### config.mk
export PLATFORM = sky130hd
export DESIGN_NAME = debounce_timer_arbiter
export DESIGN_NICKNAME = d
export VERILOG_FILES = /design/src/rtl/debounce_timer_arbiter_pkg.sv /design/src/rtl/debounce_timer_arbiter_rr_pick.sv /design/src/rtl/debounce_timer_arbiter.sv
export SDC_FILE = /design/constraint.sdc
export NUM_CORES = 1
export LEC_CHECK = 0
export CORE_ASPECT_RATIO = 1.1
export CORE_MARGIN = 2
export CORE_UTILIZATION = 55
export DETAILED_ROUTE_END_ITERATION = 7
export GPL_TIMING_DRIVEN = 0
export PLACE_DENSITY_LB_ADDON = 0.08
export SLEW_MARGIN = 20
export SYNTH_ARGS = -nofsm -noshare
export SYNTH_HDL_FRONTEND = slang
export SYNTH_SLANG_ARGS = --single-unit
### constraint.sdc
create_clock -name clk -period 2.02 [get_ports clk]
set_input_delay 0.404 -clock clk [delete_from_list [all_inputs] [get_ports clk]]
set_output_delay 0.404 -clock clk [all_outputs]
set_load 0.01 [all_outputs]
### src/rtl/debounce_timer_arbiter_pkg.sv
// Shared definitions for the debounce timer arbiter: FSM state encoding and
// an elaboration-time log2 helper for the channel index width.
package debounce_timer_arbiter_pkg;

  typedef enum logic [1:0] {
    ST_IDLE  = 2'd0,
    ST_COUNT = 2'd1,
    ST_DONE  = 2'd2
  } state_t;

  function automatic int clog2(input int n);
    int r;
    r = 0;
    while ((1 << r) < n) r = r + 1;
    return r;
  endfunction

endpackage

### src/rtl/debounce_timer_arbiter_rr_pick.sv
// Combinational round-robin selector: first set request bit at or above
// rr_ptr, wrapping around to bit 0.
module debounce_timer_arbiter_rr_pick #(
  parameter int NUM_CH = 4,
  parameter int IDX_W  = 2
) (
  input  logic [NUM_CH-1:0] req,
  input  logic [IDX_W-1:0]  rr_ptr,
  output logic              any_req,
  output logic [IDX_W-1:0]  sel
);

  int               j;
  logic [IDX_W-1:0] jj;

  always_comb begin
    any_req = 1'b0;
    sel     = '0;
    j       = 0;
    jj      = '0;
    for (int i = 0; i < NUM_CH; i++) begin
      j = int'(rr_ptr) + i;
      if (j >= NUM_CH) j = j - NUM_CH;
      jj = IDX_W'(j);
      if (!any_req && req[jj]) begin
        any_req = 1'b1;
        sel     = jj;
      end
    end
  end

endmodule

### src/rtl/debounce_timer_arbiter.sv
// One debounce interval counter shared round-robin between NUM_CH channel
// FSMs; the granted channel gets a one-cycle timer_done after DEBOUNCE_CYCLES.
module debounce_timer_arbiter
  import debounce_timer_arbiter_pkg::*;
#(
  parameter int NUM_CH          = 4,
  parameter int DEBOUNCE_CYCLES = 50000,
  parameter int CNT_W           = 16,
  parameter int IDX_W           = clog2(NUM_CH)
) (
  input  logic              clk,
  input  logic              rst_n,
  input  logic [NUM_CH-1:0] timer_req,
  output logic [NUM_CH-1:0] timer_done,
  output logic [NUM_CH-1:0] grant,
  output logic [IDX_W-1:0]  active_ch,
  output logic              busy
);

  if (NUM_CH < 2 || DEBOUNCE_CYCLES < 2 ||
      (longint'(DEBOUNCE_CYCLES) - 1) >= (longint'(1) << CNT_W)) begin : g_bad_params
    $error("debounce_timer_arbiter: illegal NUM_CH/DEBOUNCE_CYCLES/CNT_W");
  end

  localparam logic [CNT_W-1:0] CNT_LAST = CNT_W'(DEBOUNCE_CYCLES - 1);

  state_t              state, state_n;
  logic [CNT_W-1:0]    cnt, cnt_n;
  logic [IDX_W-1:0]    rr_ptr, rr_ptr_n, active_n, sel;
  logic [NUM_CH-1:0]   grant_n, done_n;
  logic                busy_n, any_req;

  debounce_timer_arbiter_rr_pick #(
    .NUM_CH (NUM_CH),
    .IDX_W  (IDX_W)
  ) u_rr_pick (
    .req     (timer_req),
    .rr_ptr  (rr_ptr),
    .any_req (any_req),
    .sel     (sel)
  );

  always_comb begin
    state_n  = state;
    cnt_n    = cnt;
    rr_ptr_n = rr_ptr;
    grant_n  = grant;
    active_n = active_ch;
    busy_n   = busy;
    done_n   = '0;
    case (state)
      ST_IDLE: begin
        if (any_req) begin
          state_n  = ST_COUNT;
          grant_n  = NUM_CH'(1) << sel;
          active_n = sel;
          cnt_n    = '0;
          busy_n   = 1'b1;
        end
      end
      ST_COUNT: begin
        // A dropped request aborts without touching rr_ptr, so the channel keeps its turn.
        if (!timer_req[active_ch]) begin
          state_n  = ST_IDLE;
          grant_n  = '0;
          active_n = '0;
          busy_n   = 1'b0;
          cnt_n    = '0;
        end else if (cnt == CNT_LAST) begin
          state_n = ST_DONE;
          done_n  = grant;
        end else begin
          cnt_n = cnt + 1'b1;
        end
      end
      ST_DONE: begin
        state_n  = ST_IDLE;
        grant_n  = '0;
        active_n = '0;
        busy_n   = 1'b0;
        cnt_n    = '0;
        rr_ptr_n = (active_ch == IDX_W'(NUM_CH - 1)) ? '0 : active_ch + 1'b1;
      end
      default: begin
        state_n  = ST_IDLE;
        grant_n  = '0;
        active_n = '0;
        busy_n   = 1'b0;
        cnt_n    = '0;
      end
    endcase
  end

  always_ff @(posedge clk or negedge rst_n) begin
    if (!rst_n) begin
      state      <= ST_IDLE;
      cnt        <= '0;
      rr_ptr     <= '0;
      grant      <= '0;
      active_ch  <= '0;
      busy       <= 1'b0;
      timer_done <= '0;
    end else begin
      state      <= state_n;
      cnt        <= cnt_n;
      rr_ptr     <= rr_ptr_n;
      grant      <= grant_n;
      active_ch  <= active_n;
      busy       <= busy_n;
      timer_done <= done_n;
    end
  end

endmodule

==> results.cfg, run 1 <==
[drt]
via_per_inst = 6.33
via_count = 1380
drt.antenna.violating_nets = 0
routedWlPerCell_um = 16.1
drc_errors = 0
drtPass1Iterations = 4
drt_iter0_markers = 36
wl_mm = 3.51

[synth]
synth_compound_area_share_pct = 19.2
synth_ff_type = dfrtp_1
syn-instance-count = 160
synthMuxAreaShare_pct = 4.95
synth-seq-cells = 31
yosys.area_share.simple_pct = 22.0
synth_fa_ha_area_share_pct = 1.52
synthDistinctLibCells = 47
synth_top_family_by_area = simple AND/OR/NAND/NOR gates
async_flop_share_pct = 100
yosysTopAreaCell = dfrtp_1
ys_top_cells_by_area = dfrtp_1 47%, mux2i_1 4.3%, a21oi_1 4.0%
syn-mean-instance-area_um2 = 10.3
syn_area_um2 = 1640
yosysWarningCount = 0
synthesis.nets = 168
ys_seq_area_share_pct = 47.3
synth_edf_count = 0
synthXorXnorAreaFrac_pct = 1.60
yosysTopAreaCellShare_pct = 47.3

[grt]
grt_pass1_vias = 1326
grt_pass1_wl_mm = 5.75
grt_overflow = 0
grt_max_degree = 32
antenna_found_initial = 0
grt_usage_pct = 22.1

[floorplan]
rows = 20
die_w_um = 56.1
coreArea_um2 = 2800
die_area_um2 = 3440
die_y_um = 61.3
start_util_pct = 58.6
io_pins = 17

[timing]
hold_viol = 0
final.setup_skew_ns = 0.0130
max_freq_mhz = 505
setup_violations = 0
report.final.slew_viol_count = 0
slew_headroom_pct = 46.4
tightest_slew_ns = 0.798
fin_crit_sh_pct = 98.0
min_period_ns = 1.98

[finish]
layout_common_cells = 31 x dfrtp_1, 14 x clkdlybuf4s50_1, 13 x a21oi_1, 9 x nand2_1
layout_commonest_cell = dfrtp_1
drive_gt1_share_pct = 14.1
finish.utilization_pct = 68.3
antenna_cells = 0
stdcell_count = 218
fill_cells = 226
synthToLayoutAreaGrowth_pct = 16.7
nets = 192

[clocking]
clk_pin_slew_worst_paths_ns = 0.11
clock-root-buffer = clkbuf_4
tritoncts = yes
cts_sinks = 31
numCtsBuffers = 5
clockBufferDepth = 2
insertion_delay_ns = 0.35
cts_max_level = 2

[run]
max-cap-violations = 0

[critical_path]
r2r.worst_path.cells = 6
cp.required_ns = 2.29
reg2reg_slack_ns = 0.12
worst_r2r_endpoint = cnt[2]
startpoint_type = primary input
worstPathMaxFanout = 7
worstPathArrival_ns = 2.25
r2r_start = cnt[0]
critPathCapture = cnt[11]
path_class = in -> reg
crit_start = timer_req[3]
end_kind = register

[placement]
dp.final_hpwl_mm = 2.54
io_buffers = 16
dp_cells = 209
gp_congestion = 0.795

[pwr]
p_sw_share_pct = 35.7
power_leakage_uw = 0.000772
vdd_drop_max_mv = 0.717
switchingPower_uw = 589
p_per_area_nw_per_um2 = 860
pwr-share-clk_pct = 22.9
p_seq_share_pct = 47.2
p_int_uw = 1060
combPwrFrac_pct = 29.9

[status]
status = completed

[worst_hold_path]
hold_path.class = in -> async
flip-flops by register name, summed over array words and instances, names as in the netlist:
name	flops
active_ch	2
state	2
rr_ptr	2
busy	1
cnt	16
grant	4
timer_done	4
worst min-delay path by stage:
stage               endpoint   from  depth (start not counted)  slack (ns)
3_5_place_dp         cnt[14]  rst_n                          1        0.48
6_report              cnt[0]  rst_n                          1        0.08
3_3_place_gp            busy   busy                          1        0.46
4_1_cts        timer_done[2]  rst_n                          1         0.1
2_1_floorplan   active_ch[0]  rst_n                          0        0.11
5_1_grt              cnt[14]  rst_n                          1        0.11
cells by family (layout without fill, tap and decap cells):
kind of cell / count (synthesis) / after routing
flip-flops: 31 / 31
XOR/XNOR: 3 / 3
AND/OR/NAND/NOR: 58 / 58
multiplexers: 8 / 8
AO/OA/AOI/OAI: 47 / 47
adder cells (fa/ha/maj): 2 / 2
buffers and inverters: 11 / 36
critical path, stage by stage:
cell	delay, ns
clkdlybuf4s50_1	0.61
or4_4	0.20
nor3_4	0.05
buf_4	0.17
or4_2	0.64
a21oi_1	0.17
synthesized netlist by cell type (2+ instances only):
library cell	count
xnor2_1	3
o21bai_1	3
nor3_1	3
a211oi_1	5
nand2b_1	3
o21ai_0	7
o31ai_1	4
a32o_1	4
a21oi_1	13
o22ai_1	3
nand3_1	6
inv_1	6
nand4_1	4
nor2_1	6
and4_1	2
buf_4	2
and3_1	5
dfrtp_1	31
or4_2	2
mux2i_1	7
nand2_1	9
a22o_1	2
or3_1	4
ha_1	2
or2_2	2
layout make-up:
class | count | area, um^2 | share of cell area, %
Buffer | 5 | 35.0 | 1.83
Clock buffer | 5 | 37.5 | 1.96
Clock inverter | 3 | 23.8 | 1.24
Inverter | 6 | 22.5 | 1.18
Multi-Input combinational cell | 118 | 815 | 42.5
Sequential cell | 31 | 776 | 40.5
Tap cell | 33 | 41.3 | 2.16
Timing Repair Buffer | 17 | 165 | 8.62
layer usage:
layer | part of all wire (%) | GRT usage [%] | vias to the layer above
met2 | 52 | 41.3 | 30
met5 | 0 | 0 | -
met1 | 43 | 23.3 | 681
met3 | 3.6 | 5.88 | 7
li1 | - | - | 662
met4 | 1.7 | 11.9 | 0
per-stage QoR:
stage | hold WS, ns | setup TNS [ns] | total power, uW | setup slack [ns] | instance area [um^2]
CTS | 0.0982 | 0 | 1660 | 0.00687 | 1910
detailed placement | 0.479 | -8.82 | 1280 | -0.491 | 1840
global route | 0.114 | -0.00387 | 1740 | -0.00387 | 1920
global placement | 0.464 | -7.88 | 1260 | -0.448 | 1840
finish | 0.0802 | 0 | 1650 | 0.0402 | 1920
floorplan | 0.108 | 0 | 1080 | 0.352 | 1640
power groups by stage:
stage	combinational, uW	clock [uW]	sequential (uW)
CTS	498	387	774
finish	493	377	778
detailed placement	494	0	786
floorplan	294	0	788
global placement	478	0	783
global route	542	410	791
timing repair:
| action | in CTS | in global routing |
|---|---|---|
| pin swaps | 0 | 1 |
| endpoints found under the setup margin | 11 | 23 |
| setup buffers | 0 | 1 |
| hold endpoints to repair | 0 | 0 |
| resized for setup | 1 | 1 |
| hold buffers | 0 | 0 |
No activity file was read; power rests on OpenSTA's default activity.
==> inputs of run 2 (changes only) <==
Settings changed: CORE_MARGIN 2 to unset.
Clock period 2.02 ns to 2.1 ns, I/O delays scaled along.
==> run 2 against run 1 <==
  * Sequential power is 4.2% lower
  * Flip-flop and latch count did not move
  * First-iteration DRC count decreased by 25%
  * Combinational power shrank 3%
  * Via count shrank 1.2%
  * Setup slack better by 0.067 ns
  * Routed wire length down 2.0%
  * Cell count is 0.46% higher
  * Clock skew grew 0.00081 ns
  * Core utilization rose by 0.18 points
  * Largest power group unchanged
  * Highest routed layer unchanged
==> results.cfg, run 2 (synthesis gave the netlist of run 1 again) <==
[critical_path]
worstPathMaxFanout = 10
critPathCapture = cnt[13]
worst-path-stages = 6
r2r.worst_path.cells = 6
worst_r2r_endpoint = cnt[2]
crit_path_max_incr_delay_ns = 0.61
cp.required_ns = 2.36
crit_start = timer_req[0]
end_kind = register
worst_path_max_delay_cell = or4_4
path_cells = clkdlybuf4s50_1, or4_4, nor3_4, buf_6, a21oi_1, a2bb2oi_1
reg2reg_slack_ns = 0.20
r2r_start = cnt[0]
cpLargestDelayFamily = simple AND/OR/NAND/NOR gates
startpoint_type = primary input
worstPathArrival_ns = 2.25
path_class = in -> reg
cp.buffers_inverters = 2

[finish]
regArea_um2 = 776
largest-register = cnt
stdcell_count = 219
top_regs = cnt x16, grant x4, timer_done x4
multiInputGateArea_um2 = 815
layout_common_cells = 31 x dfrtp_1, 15 x clkdlybuf4s50_1, 13 x a21oi_1, 9 x nand2_1
finish.utilization_pct = 68.5
drive_gt1_share_pct = 14.5
nets = 193
synthToLayoutAreaGrowth_pct = 17.0
fill_cells = 230
layout_commonest_cell = dfrtp_1
finalInstanceArea_um2 = 1920
antenna_cells = 0
largest_reg_flops = 16

[clocking]
clk_pin_slew_worst_paths_ns = 0.11
clock-root-buffer = clkbuf_4
insertion_delay_ns = 0.34
numCtsBuffers = 5
cts_max_level = 2
postCtsHoldBufs = 0
tritoncts = yes
cts_sinks = 31
clockBufferDepth = 2

[placement]
gp_congestion = 0.816
dp_cells = 209
dp.final_hpwl_mm = 2.54
place_area_um2 = 1840
io_buffers = 16

[drt]
via_count = 1364
drtPass1Iterations = 4
wl_mm = 3.44
routedWlPerCell_um = 15.7
drt_iter0_markers = 27
drc_errors = 0
drt.antenna.violating_nets = 0
via_per_inst = 6.23

[pwr]
vdd_drop_max_mv = 0.648
power_uw = 1580
p_per_area_nw_per_um2 = 824
power_leakage_uw = 0.000768

[floorplan]
start_util_pct = 58.6
die_y_um = 59.3
coreArea_um2 = 2800
die_area_um2 = 3210
io_pins = 17
rows = 20
die_w_um = 54.1

[timing]
tns_ns = 0
rsz0062_at_grt = no
max_freq_mhz = 502
fin_crit_sh_pct = 94.9
min_period_ns = 1.99
setup_violations = 0
hold_viol = 0
report.final.slew_viol_count = 0
tightest_slew_ns = 0.788
final.setup_skew_ns = 0.0138
slew_headroom_pct = 47.0

[grt]
grt_pass1_vias = 1341
grt_usage_pct = 24.9
grt_max_degree = 32
grt_overflow = 0
antenna_found_initial = 0
grt_pass1_wl_mm = 5.61

[status]
status = completed

[worst_hold_path]
hold_path.class = in -> async

[run]
max-cap-violations = 0
## run 2: worst min path at each step
stage,to,slack (ns),from,cells after the start
after detailed placement,busy,0.48,busy,1
after floorplan,active_ch[0],0.12,rst_n,0
after global routing,cnt[14],0.15,rst_n,1
final,busy,0.1,rst_n,1
after global placement,busy,0.46,busy,1
after CTS,timer_done[2],0.11,rst_n,1
## run 2: metal layers
layer  vias up  global-route usage [%]  share of wire (%)
li1        662                       -                  -
met1       659                    26.9                 44
met2        34                    43.0                 50
met3         9                    7.69                3.7
met4         0                    12.5                2.1
met5         -                       0                  0
## run 2: area by class of cell
class	count	share of cell area, %
Clock buffer	5	1.95
Multi-Input combinational cell	118	42.4
Tap cell	33	2.15
Clock inverter	3	1.24
Timing Repair Buffer	18	8.86
Sequential cell	31	40.4
Inverter	6	1.17
Buffer	5	1.82
## run 2: stage by stage
step	worst slack, ns	hold slack [ns]
floorplan	0.432	0.124
global placement	-0.382	0.464
detailed placement	-0.427	0.482
CTS	0.0646	0.112
global route	0.0309	0.147
finish	0.107	0.0997
## run 2: worst register-to-register path: stages (launching register included)
cell      delay [ns]
dfrtp_1         0.43
ha_1            0.24
and3_2          0.24
and4_1          0.15
clkbuf_1        0.20
a211oi_1        0.34
mux2i_1         0.22
## run 2: power by group
group	leakage (uW)	internal (uW)	switching (uW)	total, uW
Combinational	0.000317	223	255	478
Sequential	0.000424	663	82.3	745
Clock	0.0000278	134	225	359
## run 2: repair_timing
item,CTS,global route
pin swaps,0,1
setup endpoints to repair,4,16
buffers inserted,0,2
hold endpoints to repair,0,0
resized for setup,1,0
